**config.mk**
```make
export PLATFORM = sky130hd
export DESIGN_NAME = spi_cmd_decoder
export DESIGN_NICKNAME = d
export VERILOG_FILES = /design/src/rtl/spi_cmd_decoder.sv
export SDC_FILE = /design/constraint.sdc
export NUM_CORES = 1
export LEC_CHECK = 0
export ABC_CLOCK_PERIOD_IN_PS = 6750
export CORE_ASPECT_RATIO = 1.1
export CORE_MARGIN = 4
export CORE_UTILIZATION = 50
export DETAILED_ROUTE_END_ITERATION = 10
export HOLD_SLACK_MARGIN = 0.02
export PLACE_DENSITY_LB_ADDON = 0.1
export SYNTH_ARGS = -nofsm -noshare
export SYNTH_HDL_FRONTEND = slang
export SYNTH_SLANG_ARGS = --single-unit
export TNS_END_PERCENT = 50
```
**constraint.sdc**
```tcl
create_clock -name clk -period 6.75 [get_ports clk]
set_input_delay 1.35 -clock clk [delete_from_list [all_inputs] [get_ports clk]]
set_output_delay 1.35 -clock clk [all_outputs]
set_load 0.005 [all_outputs]
```
**src/rtl/spi_cmd_decoder.sv**
```systemverilog
// SPI mode-0 bus snooper: decodes command byte and 24-bit address, steers reads at/above SPLIT_ADDR to the secondary flash.
// Optional macro DECODER_FAST_READ_EN: also treat FAST_READ (0x0B) as a read, with an 8-bit dummy phase.
module spi_cmd_decoder #(
    parameter logic [23:0] SPLIT_ADDR  = 24'h080000,
    parameter int          SYNC_STAGES = 2
) (
    input  logic        clk,
    input  logic        rst,
    input  logic        h_cs_n,
    input  logic        h_sclk,
    input  logic        h_mosi,
    output logic        flash_select,
    output logic [7:0]  cmd,
    output logic [23:0] addr,
    output logic        addr_valid,
    output logic        busy
);

    typedef enum logic [2:0] {
        ST_IDLE,
        ST_CMD,
        ST_ADDR,
        ST_DUMMY,
        ST_DATA,
        ST_PASS
    } state_t;

`ifdef DECODER_FAST_READ_EN
    localparam logic [5:0] CNT_MAX = 6'd40;
`else
    localparam logic [5:0] CNT_MAX = 6'd32;
`endif

    logic [SYNC_STAGES-1:0] r_cs_sync;
    logic [SYNC_STAGES-1:0] r_sclk_sync;
    logic [SYNC_STAGES-1:0] r_mosi_sync;
    logic                   r_cs_prev;
    logic                   r_sclk_prev;

    state_t      r_state;
    logic [5:0]  r_cnt;
    logic [22:0] r_shift;
    logic        r_flash_select;
    logic [7:0]  r_cmd;
    logic [23:0] r_addr;
    logic        r_addr_valid;
    logic        r_busy;

    logic        w_cs_q;
    logic        w_sclk_q;
    logic        w_mosi_q;
    logic        w_cs_start;
    logic        w_cs_end;
    logic        w_sclk_rise;
    logic [23:0] w_shift_next;
    logic        w_is_read;

    assign w_cs_q   = r_cs_sync[SYNC_STAGES-1];
    assign w_sclk_q = r_sclk_sync[SYNC_STAGES-1];
    assign w_mosi_q = r_mosi_sync[SYNC_STAGES-1];

    assign w_cs_start  = r_cs_prev & ~w_cs_q;
    assign w_cs_end    = ~r_cs_prev & w_cs_q;
    // Edges seen while CS is (synced) high never reach the shifter.
    assign w_sclk_rise = w_sclk_q & ~r_sclk_prev & ~w_cs_q;

    assign w_shift_next = {r_shift, w_mosi_q};

`ifdef DECODER_FAST_READ_EN
    assign w_is_read = (w_shift_next[7:0] == 8'h03) || (w_shift_next[7:0] == 8'h0B);
`else
    assign w_is_read = (w_shift_next[7:0] == 8'h03);
`endif

    always_ff @(posedge clk or posedge rst) begin
        if (rst) begin
            r_cs_sync      <= '1;
            r_sclk_sync    <= '0;
            r_mosi_sync    <= '0;
            r_cs_prev      <= 1'b1;
            r_sclk_prev    <= 1'b0;
            r_state        <= ST_IDLE;
            r_cnt          <= 6'd0;
            r_shift        <= '0;
            r_flash_select <= 1'b0;
            r_cmd          <= 8'h00;
            r_addr         <= 24'h0;
            r_addr_valid   <= 1'b0;
            r_busy         <= 1'b0;
        end else begin
            r_cs_sync    <= {r_cs_sync[SYNC_STAGES-2:0], h_cs_n};
            r_sclk_sync  <= {r_sclk_sync[SYNC_STAGES-2:0], h_sclk};
            r_mosi_sync  <= {r_mosi_sync[SYNC_STAGES-2:0], h_mosi};
            r_cs_prev    <= w_cs_q;
            r_sclk_prev  <= w_sclk_q;
            r_addr_valid <= 1'b0;

            if (w_cs_end && r_state != ST_IDLE) begin
                r_state        <= ST_IDLE;
                r_flash_select <= 1'b0;
                r_busy         <= 1'b0;
                r_cnt          <= 6'd0;
            end else if (r_state == ST_IDLE) begin
                if (w_cs_start) begin
                    r_state <= ST_CMD;
                    r_busy  <= 1'b1;
                    r_cnt   <= 6'd0;
                end
            end else if (w_sclk_rise) begin
                if (r_cnt != CNT_MAX) begin
                    r_cnt <= r_cnt + 6'd1;
                end
                case (r_state)
                    ST_CMD: begin
                        r_shift <= w_shift_next[22:0];
                        if (r_cnt == 6'd7) begin
                            r_cmd   <= w_shift_next[7:0];
                            r_state <= w_is_read ? ST_ADDR : ST_PASS;
                        end
                    end
                    ST_ADDR: begin
                        r_shift <= w_shift_next[22:0];
                        if (r_cnt == 6'd31) begin
                            r_addr         <= w_shift_next;
                            r_addr_valid   <= 1'b1;
                            r_flash_select <= (w_shift_next >= SPLIT_ADDR);
`ifdef DECODER_FAST_READ_EN
                            r_state        <= ST_DUMMY;
`else
                            r_state        <= ST_DATA;
`endif
                        end
                    end
                    ST_DUMMY: begin
                        if (r_cnt == 6'd39) begin
                            r_state <= ST_DATA;
                        end
                    end
                    default: ;
                endcase
            end
        end
    end

    assign flash_select = r_flash_select;
    assign cmd          = r_cmd;
    assign addr         = r_addr;
    assign addr_valid   = r_addr_valid;
    assign busy         = r_busy;

endmodule

```
======== Word-level counts from Yosys, hierarchy flattened ========
Index checks and enable logic that the tools add are counted.
word-level totals
  register bits after elaboration ......... 75
  output and inout bits ................... 35
operators by class
  add/sub/neg operators ................... 1
  order comparisons ....................... 1
  eq/ne operators ......................... 13
  muxes and demuxes ....................... 27
  bitwise gates (word level) .............. 9
  reductions and logical operators ........ 19
operator list
  operator              number
  $mux 6                5
  $ge 24x20->1 const B  1
  $mux 3                8
  $mux 1                13
  $ne 4x4->1 const B    3
  $reduce_and 5->1      2
  $reduce_bool 2->1     5
  $pmux 3 s3            1
  $reduce_bool 3->1     3
  $eq 8x2->1 const B    1
  $reduce_and 4->1      2
  $add 6x1->6 const B   1
  $eq 3x2->1 const B    2
  $eq 6x3->1 const B    1
  $eq 6x5->1 const B    1
  $eq 6x6->1 const B    1
  $ne 6x6->1 const B    1
  $reduce_and 6->1      1
  $not 1->1             5
  $reduce_bool 5->1     1
  $and 1x1->1           4
  $eq 3x1->1 const B    1
  $logic_not 3->1       1
  $ne 3x3->1 const B    1
  other kinds (5)       5

======== Depth between registers and ports, before layout ========
  depth after elaboration ................. 7
  mapped depth ............................ 7

======== Worst setup path after synthesis ========
OpenSTA, ideal clock, no wires.
  path kind ............................... reg2reg
  start point ............................. register r_state[2]
  end point ............................... register r_addr[10] (netlist: addr[10])
  library setup time ...................... 0.127 ns
  data arrival time ....................... 1.920 ns
  required time ........................... 6.623 ns
  setup slack ............................. 4.702 ns
  stages on the path, launching flop included .. 7
  buffers on the path ..................... 2
  period minus slack after synthesis ...... 2.048 ns
  cell sequence ........................... dfrtp_1 -> or4b_1 -> nor3_2 -> and4_1 -> buf_6 -> buf_6 -> mux2_1
between the ends
  word-level cells in the longest chain between the ends .. 4
  elaborated cells between the ends (all ways) .. 7
ends and longest elaborated chain
  item                          RTL line  source
  start, declared               40        state_t r_state;
  start signal, assigned        118       r_state <= w_is_read ? ST_ADDR : ST_PASS;
  $reduce_bool 3->1             98        if (w_cs_end && r_state != ST_IDLE) begin
  $logic_and 1x1->1             98
  $not 1->1 (no line)           n/a
  $reduce_and 5->1 (no line) *  n/a
  end signal, assigned          124       r_addr <= w_shift_next;
  end, declared                 45        logic [23:0] r_addr;
Every way passes the cells marked *; elsewhere a longest branch is shown, timed or not.
A chain may end at the register's enable or synchronous reset.

======== Final worst setup path ========
  start point ............................. register r_addr[23] (netlist: addr[23])
  end point ............................... output addr[23]
RTL lines
  item           RTL line  source
  end, declared  14        output logic [23:0] addr,
No word-level cell between the ends.

==> results.ini <==
[grt]
met1_usage_pct = 21.9
grt_first_pass_wirelength_um = 9560
gr-usage-met2_pct = 22.9
grt_use_total_pct = 15.7
grt-busiest-layer = met2
grt_max_degree = 76
grt_use_met3_pct = 4.65
grt_overflow_total = 0
antenna_found_initial = 0
grt_pass1_vias = 1957

[worst_setup_path]
reg2reg_to = addr[17]
r2r_start = r_state[2]
crit_path_end_kind = output port
crit_arrival_ns = 1.23
crit_fanout = 2
r2r_slack_ns = 4.45
required_ns = 5.40
slowest_delay_ns = 0.51
critPathBufInv = 1
slowest_stage = clkdlybuf4s50_1
path_delay_family = buffers and inverters
ff2ff_path_depth = 5
crit_path_cell_trace = clkdlybuf4s50_1
worstSetupPathType = flop to output port
start_kind = flop

[logic_synthesis]
synthTopCellsByCount = dfrtp_1, mux2_2, mux2_1, mux2_4
syn_inst = 218
synth.largest_area_cell = dfrtp_1
synth-edff-count = 0
synth_area_um2 = 3090
synth-async-reset-ratio_pct = 100
ys_ff_latch = 75
yosysSeqAreaShare_pct = 60.8
yosysUniqueCellTypes = 43
synth.most_common_cell = dfrtp_1
netlist.area_leader.share_pct = 58.2
ys.warnings.count = 0
synthFlopType = dfrtp_1
netlist_top_cells_area = dfrtp_1, mux2_2, mux2_4, mux2_1, dfstp_2
synth.net_count = 225
avgSynthCellArea_um2 = 14.2

[detailed_routing]
wl_um = 5300
num_vias = 1847
antenna_left = 0
wl_per_cell_um = 15.4
drt_iter0_drc = 155
dr.pass1.iters = 4
via_per_inst = 5.38
drcViolationCount = 0

[hold_path]
hp-class = flop to flop
hold-path-cell-count = 0
min_to = r_cs_sync[1]
min-delay-start = r_cs_sync[0]

[clock_tree]
post_cts_buffers = 0
root_buffer = clkbuf_8
cts_buffers = 9
cts_max_level = 3
hold_buffers = 0
cts_tree = done
clock_latency_ns = 0.34
clockBufferDepth = 2
clock_sinks = 75
cts_resized = 0
path_clk_slew_ns = 0.07

[sta]
fmaxAchievable_mhz = 388
tightest_slew_ns = 0.940
finalHoldViolCount = 0
setup-tns-final_ns = 0
finalMaxSlewViolations = 0
clock_skew_ns = 0.00827
rsz0062_at_grt = false
slew_headroom_pct = 36.9
finalSetupViolCount = 0
fin_crit_sh_pct = 38.2
min_period_ns = 2.58

[cells_and_area]
diodes = 0
syn_to_final_growth_pct = 21.3
final_layout_size_suffix_gt1_share_pct = 26.7
final_cells = 343
nets = 269

[run]
maxCapViolCount = 0

[outcome]
outcome = completed

[floorplan]
rows = 29
coreArea_um2 = 5880
dieWidth_um = 83.0
io_pins = 40
die_area_um2 = 7510
die_y_um = 90.5
start_util_pct = 52.6

[place]
place_inst = 328
place.port_buffers = 39
hpwl_um = 3330
gp_congestion = 0.789

[pwr]
leakagePower_uw = 0.00177
peakVddDrop_mv = 0.130
powerDensity_nw_per_um2 = 272

## power breakdown
group          internal (µW)  switching [µW]  total (µW)
Combinational           63.2            64.6         128
Sequential               485            43.7         528
Clock                    207             156         363
## layer usage
metal | up-vias | wire length [µm] | part of all wire [%]
li1 | 866 | - | -
met1 | 931 | 2540 | 48
met2 | 44 | 2460 | 46
met3 | 6 | 240 | 4.5
met4 | 0 | 53 | 1.0
met5 | - | 0 | 0
## state kept, by name, indices dropped and copies added, names as in the netlist
register and flops:
addr 24, r_shift 23, cmd 8, r_cnt 6, r_state 3, r_cs_sync 2, r_mosi_sync 2, r_sclk_sync 2
addr_valid 1, busy 1, flash_select 1, r_cs_prev 1, r_sclk_prev 1
## metrics by stage
| stage | power, µW | cell area [µm²] | utilization [%] | setup slack [ns] | hold slack [ns] |
|---|---|---|---|---|---|
| floorplan | 619 | 3090 | - | 3.49 | 0.331 |
| global placement | 658 | 3550 | 60.3 | 4.13 | 0.332 |
| detailed placement | 664 | 3550 | 60.3 | 4.12 | 0.354 |
| CTS | 1030 | 3750 | 63.9 | 4.16 | 0.365 |
| global route | 1080 | 3750 | 63.9 | 4.11 | 0.369 |
| finish | 1020 | 3750 | 63.9 | 4.17 | 0.363 |
## layout by cell type (no fill, tap or decap), drive strengths merged, types with 2 or more instances in the layout
master / n
nand3: 4
xor2: 2
mux2: 57
or4: 2
nand2: 5
bufinv: 2
nor3: 3
nand4: 2
dfrtp: 72
ha: 2
o21ai: 7
clkdlybuf4s50: 39
nor2: 7
mux2i: 3
dfstp: 3
inv: 7
clkbuf: 11
buf: 3
a22o: 3
or3: 3
nand2b: 2
a21oi: 6
nor2b: 3
## how the worst max path moves through the flow
stage	to	depth (start not counted)	start
3_3_place_gp	r_cnt[0]	3	rst
5_1_grt	addr[13]	1	addr[13]
4_1_cts	addr[23]	1	addr[23]
3_5_place_dp	r_cnt[0]	3	rst
6_report	addr[23]	1	addr[23]
2_1_floorplan	addr[0]	1	rst
## final cells by class
class / instances / area [µm²]
inverter: 7 / 26.3
timing repair buffer: 42 / 413
sequential: 75 / 1880
multi-input combinational: 127 / 1130
clock inverter: 4 / 76.3
clock buffer: 11 / 131
fill: 482 / 2120
tap: 77 / 96.3
## cells by family (layout without fill, tap and decap cells)
group	Yosys count	after routing	synth area share, %
flip-flops	75	75	60.8
multiplexers	60	60	22.7
AND/OR/NAND/NOR	39	39	7.36
AO/OA/AOI/OAI	23	23	4.69
buffers and inverters	16	64	2.83
XOR/XNOR	3	3	0.849
adder cells (fa/ha/maj)	2	2	0.809
Note: power is estimated with default switching activity, not from simulation.
